**src/rtl/iopmp_pkg.sv**
```systemverilog
// Shared types for the IOPMP deny responder: TL-UL payloads, error config and record.
package iopmp_pkg;

    localparam int unsigned SourceWidth  = 8;
    localparam int unsigned AddrWidth    = 32;
    localparam int unsigned DataWidth    = 32;
    localparam int unsigned MaskWidth    = DataWidth / 8;
    localparam int unsigned SizeWidth    = 2;
    localparam int unsigned SinkWidth    = 1;
    localparam int unsigned UserWidth    = 14;
    localparam int unsigned ErrAddrWidth = 34;

    typedef enum logic [2:0] {
        PutFullData    = 3'h0,
        PutPartialData = 3'h1,
        Get            = 3'h4
    } tl_a_op_e;

    typedef enum logic [2:0] {
        AccessAck     = 3'h0,
        AccessAckData = 3'h1
    } tl_d_op_e;

    localparam logic [UserWidth-1:0] TlDUserDefault = '0;

    typedef struct packed {
        logic                   a_valid;
        tl_a_op_e               a_opcode;
        logic [2:0]             a_param;
        logic [SizeWidth-1:0]   a_size;
        logic [SourceWidth-1:0] a_source;
        logic [AddrWidth-1:0]   a_address;
        logic [MaskWidth-1:0]   a_mask;
        logic [DataWidth-1:0]   a_data;
        logic [UserWidth-1:0]   a_user;
        logic                   d_ready;
    } tl_h2d_t;

    typedef struct packed {
        logic                   d_valid;
        tl_d_op_e               d_opcode;
        logic [2:0]             d_param;
        logic [SizeWidth-1:0]   d_size;
        logic [SourceWidth-1:0] d_source;
        logic [SinkWidth-1:0]   d_sink;
        logic [DataWidth-1:0]   d_data;
        logic [UserWidth-1:0]   d_user;
        logic                   d_error;
        logic                   a_ready;
    } tl_d2h_t;

    // rre/rwe: respond with success instead of a bus error for denied reads/writes.
    typedef struct packed {
        logic l;
        logic ie;
        logic rie;
        logic rre;
        logic rwe;
    } err_cfg;

    typedef enum logic [1:0] {
        IOPMP_ACC_NONE  = 2'd0,
        IOPMP_ACC_READ  = 2'd1,
        IOPMP_ACC_WRITE = 2'd2,
        IOPMP_ACC_EXEC  = 2'd3
    } iopmp_req_e;

    typedef enum logic {
        RSP_IDLE   = 1'b0,
        RSP_ACTIVE = 1'b1
    } rsp_state_e;

    typedef struct packed {
        logic [ErrAddrWidth-1:0] addr;
        logic [SourceWidth-1:0]  rrid;
        iopmp_req_e              access;
    } err_record_t;

endpackage

```
**src/rtl/iopmp_err_record.sv**
```systemverilog
// Error record: captures the first denied beat, flags later denials as overflow until cleared.
module iopmp_err_record
    import iopmp_pkg::*;
#(
    parameter int unsigned RridWidth = SourceWidth
) (
    input  logic                    clk,
    input  logic                    rst,
    input  logic                    capture,
    input  logic                    clr,
    input  logic [AddrWidth-1:0]    cap_addr,
    input  logic [RridWidth-1:0]    cap_rrid,
    input  iopmp_req_e              cap_access,
    output logic                    err_valid_o,
    output logic                    err_overflow_o,
    output logic [ErrAddrWidth-1:0] err_addr_o,
    output logic [RridWidth-1:0]    err_rrid_o,
    output iopmp_req_e              err_access_o
);

    localparam err_record_t RecReset = '{addr: '0, rrid: '0, access: IOPMP_ACC_READ};

    err_record_t rec;
    err_record_t new_rec;

    assign new_rec = '{addr:   ErrAddrWidth'(cap_addr),
                       rrid:   SourceWidth'(cap_rrid),
                       access: cap_access};

    // A clear coinciding with a capture hands the record straight to the new beat.
    always_ff @(posedge clk) begin
        if (rst) begin
            rec            <= RecReset;
            err_valid_o    <= 1'b0;
            err_overflow_o <= 1'b0;
        end else if (clr) begin
            rec            <= capture ? new_rec : RecReset;
            err_valid_o    <= capture;
            err_overflow_o <= 1'b0;
        end else if (capture) begin
            if (!err_valid_o) begin
                rec         <= new_rec;
                err_valid_o <= 1'b1;
            end else begin
                err_overflow_o <= 1'b1;
            end
        end
    end

    assign err_addr_o   = rec.addr;
    assign err_rrid_o   = RridWidth'(rec.rrid);
    assign err_access_o = rec.access;

endmodule

```
**src/rtl/iopmp_deny_responder.sv**
```systemverilog
// Answers IOPMP-denied TL-UL beats with an error (or suppressed) response and logs the denial.
module iopmp_deny_responder
    import iopmp_pkg::*;
#(
    parameter int unsigned RridWidth = SourceWidth
) (
    input  logic                    clk,
    input  logic                    rst,
    input  tl_h2d_t                 tl_h_i,
    output tl_d2h_t                 tl_h_o,
    input  logic [RridWidth-1:0]    rrid_i,
    input  err_cfg                  ERR_CFG,
    output logic                    err_valid_o,
    output logic [ErrAddrWidth-1:0] err_addr_o,
    output logic [RridWidth-1:0]    err_rrid_o,
    output iopmp_req_e              err_access_o,
    output logic                    err_overflow_o,
    input  logic                    err_clr_i
);

    rsp_state_e             state;
    tl_d_op_e               d_opcode_q;
    logic                   d_error_q;
    logic [DataWidth-1:0]   d_data_q;
    logic [SourceWidth-1:0] d_source_q;
    logic [SizeWidth-1:0]   d_size_q;

    logic                   a_hs;
    logic                   d_hs;
    tl_d_op_e               rsp_opcode;
    logic                   rsp_error;
    logic [DataWidth-1:0]   rsp_data;
    iopmp_req_e             rsp_access;

    assign a_hs = tl_h_i.a_valid && (state == RSP_IDLE);
    assign d_hs = tl_h_i.d_ready && (state == RSP_ACTIVE);

    // Response decode; ERR_CFG only matters at the instant it is latched.
    always_comb begin
        rsp_opcode = AccessAck;
        rsp_error  = 1'b1;
        rsp_data   = '0;
        rsp_access = IOPMP_ACC_READ;
        case (tl_h_i.a_opcode)
            Get: begin
                rsp_opcode = AccessAckData;
                rsp_error  = !ERR_CFG.rre;
                rsp_data   = ERR_CFG.rre ? '0 : {DataWidth{1'b1}};
            end
            PutFullData, PutPartialData: begin
                rsp_error  = !ERR_CFG.rwe;
                rsp_access = IOPMP_ACC_WRITE;
            end
            default: ;
        endcase
    end

    always_ff @(posedge clk) begin
        if (rst) begin
            state      <= RSP_IDLE;
            d_opcode_q <= AccessAck;
            d_error_q  <= 1'b0;
            d_data_q   <= '0;
            d_source_q <= '0;
            d_size_q   <= '0;
        end else begin
            case (state)
                RSP_IDLE: begin
                    if (a_hs) begin
                        state      <= RSP_ACTIVE;
                        d_opcode_q <= rsp_opcode;
                        d_error_q  <= rsp_error;
                        d_data_q   <= rsp_data;
                        d_source_q <= tl_h_i.a_source;
                        d_size_q   <= tl_h_i.a_size;
                    end
                end
                RSP_ACTIVE: begin
                    if (d_hs) state <= RSP_IDLE;
                end
                default: state <= RSP_IDLE;
            endcase
        end
    end

    always_comb begin
        tl_h_o          = '0;
        tl_h_o.a_ready  = (state == RSP_IDLE);
        tl_h_o.d_valid  = (state == RSP_ACTIVE);
        tl_h_o.d_opcode = d_opcode_q;
        tl_h_o.d_param  = '0;
        tl_h_o.d_size   = d_size_q;
        tl_h_o.d_source = d_source_q;
        tl_h_o.d_sink   = '0;
        tl_h_o.d_data   = d_data_q;
        tl_h_o.d_user   = TlDUserDefault;
        tl_h_o.d_error  = d_error_q;
    end

    iopmp_err_record #(
        .RridWidth(RridWidth)
    ) u_err_record (
        .clk           (clk),
        .rst           (rst),
        .capture       (a_hs),
        .clr           (err_clr_i),
        .cap_addr      (tl_h_i.a_address),
        .cap_rrid      (rrid_i),
        .cap_access    (rsp_access),
        .err_valid_o   (err_valid_o),
        .err_overflow_o(err_overflow_o),
        .err_addr_o    (err_addr_o),
        .err_rrid_o    (err_rrid_o),
        .err_access_o  (err_access_o)
    );

    // Payload and config fields a deny response never looks at.
    logic unused_inputs;
    assign unused_inputs = ^{tl_h_i.a_param, tl_h_i.a_mask, tl_h_i.a_data, tl_h_i.a_user,
                             ERR_CFG.l, ERR_CFG.ie, ERR_CFG.rie};

endmodule

```
**config.mk**
```make
export PLATFORM = sky130hd
export DESIGN_NAME = iopmp_deny_responder
export DESIGN_NICKNAME = d
export VERILOG_FILES = /design/src/rtl/iopmp_pkg.sv /design/src/rtl/iopmp_err_record.sv /design/src/rtl/iopmp_deny_responder.sv
export SDC_FILE = /design/constraint.sdc
export NUM_CORES = 1
export LEC_CHECK = 0
export ABC_AREA = 1
export CORE_MARGIN = 2
export CORE_UTILIZATION = 32
export CTS_CLUSTER_SIZE = 14
export DETAILED_ROUTE_END_ITERATION = 10
export HOLD_SLACK_MARGIN = 0.08
export PLACE_DENSITY = 0.8
export SYNTH_ARGS = -nofsm -noshare
export SYNTH_HDL_FRONTEND = slang
export SYNTH_HIERARCHICAL = 1
export SYNTH_SLANG_ARGS = --single-unit
```
**constraint.sdc**
```tcl
create_clock -name clk -period 1.5 [get_ports clk]
set_clock_uncertainty 0.15 [all_clocks]
set_input_delay 0.225 -clock clk [delete_from_list [all_inputs] [get_ports clk]]
set_output_delay 0.225 -clock clk [all_outputs]
set_load 0.005 [all_outputs]
```
After elaboration in Yosys (flattened, before gate mapping). Cells that the tools add are included.

Memories kept: 0. Register bits: 93. ROM bits: 0. Logic and storage cells: 40. Memory bits (writable): 0. Input port bits: 116. Latch bits: 0. Output and inout bits: 112.

Mux-type cells: 14. Equal/unequal tests: 3. Bitwise gates (word level): 1. Reduce and logical (&&, ||, !) cells: 11. Order comparisons: 0. Add/sub/neg operators: 0. Multipliers: 0. Divide/modulo/power cells: 0. Shift operators: 0.

Operators with widths (number): 44-bit two-way mux (3); 32-bit two-way mux (2); 42-bit two-way mux (1); 2-bit AND reduction (3); 1-bit two-way mux (5); 1-bit case mux with 2 select lines (2); 2-bit OR reduction (2); 3-bit by 1-bit == test with 1-bit output (second input constant) (1); 3-bit == test (second input constant) (1); 3-bit zero test (1); 1-bit logical AND (2); 1-bit zero test (2); 2-bit two-way mux (1); 2-bit != test (second input constant) (1); 2-bit nonzero test (1); 1-bit inverter (1).

Depth between registers and ports, before layout.
Word-level depth: 6. Depth in mapped cells: 8. Gate-level depth less buffers: 6.

Hierarchy. The synthesis kept the hierarchy.

Modules (own cells, without submodules): iopmp_err_record (cells an instance 206, seq. area each 880.8 µm², times used 1, area an instance 2174.6 µm²); iopmp_deny_responder (cells an instance 126, seq. area each 280.3 µm², times used 1, area an instance 982.2 µm²).

Worst setup path before layout. OpenSTA, ideal clock, no wires.

Kind: reg2reg. From: reg state. To: reg u_err_record.rec (netlist bit u_err_record/err_access_o[0]). Setup time: 0.125 ns. Slack: 0.059 ns. Period minus slack after synthesis: 1.441 ns. Arrival time: 1.166 ns. Data required time: 1.225 ns. Cell stages (with the launch flop): 8. Path buffers: 3. Cells stage by stage: dfxtp_1 > nor2_4 > buf_6 > buf_4 > nand2_8 > buf_12 > nand3_1 > nand3_1.

Longest elaborated chain between the ends: 4. Elaborated cells between the ends (all ways): 6. Classes of those cells: mux: 2; bitwise: 1; reduce/logical: 3.

RTL lines: start, declared (RTL line iopmp_deny_responder.sv:21) `rsp_state_e state;`; start signal, assigned (RTL line iopmp_deny_responder.sv:60) `state <= RSP_IDLE;`; start signal, assigned (RTL line iopmp_deny_responder.sv:70) `state <= RSP_ACTIVE;`; start signal, assigned (RTL line iopmp_deny_responder.sv:79) `if (d_hs) state <= RSP_IDLE;`; 1-bit inverter (no line) *; 1-bit logical AND * (RTL line iopmp_deny_responder.sv:35) `assign a_hs = tl_h_i.a_valid && (state == RSP_IDLE);`; via a_hs (RTL line iopmp_deny_responder.sv:28) `logic a_hs;`; 42-bit two-way mux or 2-bit nonzero test (tied branches); 44-bit two-way mux or 2-bit AND reduction (tied branches); end signal, assigned (RTL line iopmp_err_record.sv:33) `rec <= RecReset;`; end signal, assigned (RTL line iopmp_err_record.sv:37) `rec <= capture ? new_rec : RecReset;`; end signal, assigned (RTL line iopmp_err_record.sv:42) `rec <= new_rec;`; end, declared (RTL line iopmp_err_record.sv:23) `err_record_t rec;`.

Mark *: on every way through the listed nets, which the timed path passes. The rest lies on a longest branch. A chain may end at the register's enable or synchronous reset.

==> metrics <==
clock buffer depth 2; most frequent cells in the layout 58 x clkdlybuf4s50_1, 58 x dlygate4sd2_1, 47 x nand3_1, 39 x nand3_2, 39 x a21oi_2; DRT antenna net count 0; Via Count 2633; FF-to-FF End u_err_record/err_addr_o[29]$_SDFFE_PP0P_; Post-synth EDFFs 0; worst vdd ir 0.445 mV; largest net degree at the start of global routing 44; Initial DRC Count 56; Starting Density 32.6%; post-synth cell types 26; Setup WS post-layout 92.5 ps; Yosys reg bits 58; worst r2r path cells 5; Die W 103 um; CTS tree built; Gate Count Post-Synth 332; DP HPWL 5860 um; asr flop ratio synth 0%; Routed Wire Length 8190 um; critical path class flop to output pin; Hold/Removal Path Class input pin to flop; Top FF cell, synth dfxtp_1; Worst Hold Depth 3; Post-Place Setup Slack -171 ps; Critical Path Start Type flop; Die Y-Extent 103 um; Final Non-Filler Cells 592; Mapped Area 0.00316 mm^2; min-delay src rst; n_diodes 0; Clk Latency, worst-skew pair 330 ps; maxcap violations 0; setup TNS 0 ps; Syn Area/Cell 9.51 um^2; final period utilization 93.8%; CTS Buf Count 9; final setup fails 0; core footprint 0.00968 mm^2; CP Data Arrival Time 1030 ps; vias in the first global route 2564; Final nets 571; Worst Hold End u_err_record/err_rrid_o[6]$_SDFFE_PP0P_; I/O Buffers 149; crit path max fanout 16; clock slew at reported path FFs 70 ps; GRT Residual Overflow 0; PwrDens 886 mW/mm^2; first-pass GRT wire length 12800 um; Reg2Reg Launch Point state$_SDFF_PP0_; area grow syn2layout 42.6%; Row Count 36; DRC Markers 0; hold buffer count at CTS 0; CTS Root Cell clkbuf_8; Pleak 1.96 nW; dpl cells 575; DR WL/cell 13.8 um; Clock Sinks 58; IO Pins 228; RSZ-0062 raised after global routing false; Fin. Hold Viols 0; layout cell share with drive strength beyond 1 39.9%; critical path required time 1120 ps; number of antenna violations at the first check in global routing 0; status finished clean; sequential share of the synthesized area 36.8%; Synth warnings 6; crit path time final 1410 ps; Crit. End Element output pin; total track usage 15.2%; max frequency 0.710 GHz; Core Util, Final 46.5%; Final GP Congestion 0.773; fillcell total 965; full die area 0.0107 mm^2; hold_ws 225 ps; DRT Pass-1 Iters 4; H-tree levels 3; vias per cell 4.45; worst reg2reg setup slack 210 ps; Pins Over Slew Limit 0
## worst max-delay path: stages (launching register included)
cell and delay, ps:
dfxtp_2 320, bufbuf_16 260, buf_2 120
## metrics by stage
stage / power, mW / cell area (um^2)
after floorplan: 2.28 / 3230
after global placement: 2.69 / 4470
after detailed placement: 2.71 / 4470
after CTS: 4.05 / 4510
after global routing: 4.19 / 4500
final: 3.99 / 4500
## cell type report
cell class / count / area [um^2] / area share [%]
clock buffer: 10 / 138 / 3.06
clock inverter: 5 / 55.1 / 1.22
inverter: 12 / 47.5 / 1.06
multi-input combinational: 202 / 1330 / 29.5
sequential: 58 / 1190 / 26.5
tap: 133 / 166 / 3.70
timing repair buffer: 172 / 1580 / 35.0
## flip-flops by register name (all words and copies together), names as in the netlist
name	flops
d_data_q	1
d_error_q	1
d_opcode_q	1
d_size_q	2
d_source_q	8
state	1
u_err_record/err_access_o	2
u_err_record/err_addr_o	32
u_err_record/err_overflow_o	1
u_err_record/err_rrid_o	8
u_err_record/err_valid_o	1
## where the power goes
part | internal (mW) | switching (mW) | total, mW
clock | 0.796 | 0.616 | 1.41
sequential | 1.64 | 0.0586 | 1.70
combinational | 0.467 | 0.409 | 0.877
## worst max path at each step
| stage | start | to | slack (ps) | depth (start not counted) |
|---|---|---|---|---|
| finish | d_data_q[30]$_SDFFE_PP0P_ | tl_h_o[40] | 90 | 2 |
| global route | d_data_q[30]$_SDFFE_PP0P_ | tl_h_o[30] | 50 | 2 |
| CTS | d_data_q[30]$_SDFFE_PP0P_ | tl_h_o[38] | -10 | 3 |
| detailed placement | tl_h_i[99] | u_err_record/err_addr_o[25]$_SDFFE_PP0P_ | -170 | 7 |
| global placement | tl_h_i[99] | u_err_record/err_rrid_o[2]$_SDFFE_PP0P_ | -140 | 8 |
| floorplan | state$_SDFF_PP0_ | u_err_record/err_access_o[0]$_SDFFE_PP1P_ | 60 | 7 |
## cell usage after synthesis, types with 2 or more instances
cell	count	area [um^2]
o21ai_0	7	35.0
o21ai_1	6	30.0
clkbuf_8	3	41.3
buf_6	6	67.6
nand2_1	4	15.0
a21oi_1	6	30.0
buf_12	4	80.1
a21oi_2	39	342
inv_2	2	7.51
nand3_1	47	235
nor2_1	25	93.8
dfxtp_1	58	1160
inv_1	9	33.8
buf_2	8	40.0
conb_1	2	7.51
buf_4	58	435
nand3_2	39	390
## kinds of logic (layout without fill, tap and decap cells)
family / Yosys count / count (layout) / synth area share [%]
other: 2 / 22 / 0.238
AOI/OAI and AO/OA: 61 / 61 / 14.6
DFF: 58 / 58 / 36.8
and+or+nand+nor: 119 / 119 / 24.8
buffers and inverters: 92 / 199 / 23.6
## per-layer routing
layer	GRT usage (%)	part of all wire [%]	vias up
met2	24.9	47	110
met1	19.6	46	1226
li1	-	-	1284
met5	0	0	-
met3	3.56	6.2	13
met4	5.26	1.2	0
## repair_timing
item / in CTS / in global routing
gates resized for setup: 209 / 2
cloned: 1 / 0
buffers inserted: 1 / 0
setup endpoints to repair: 90 / 2
No activity file was read; power rests on OpenSTA's default activity.
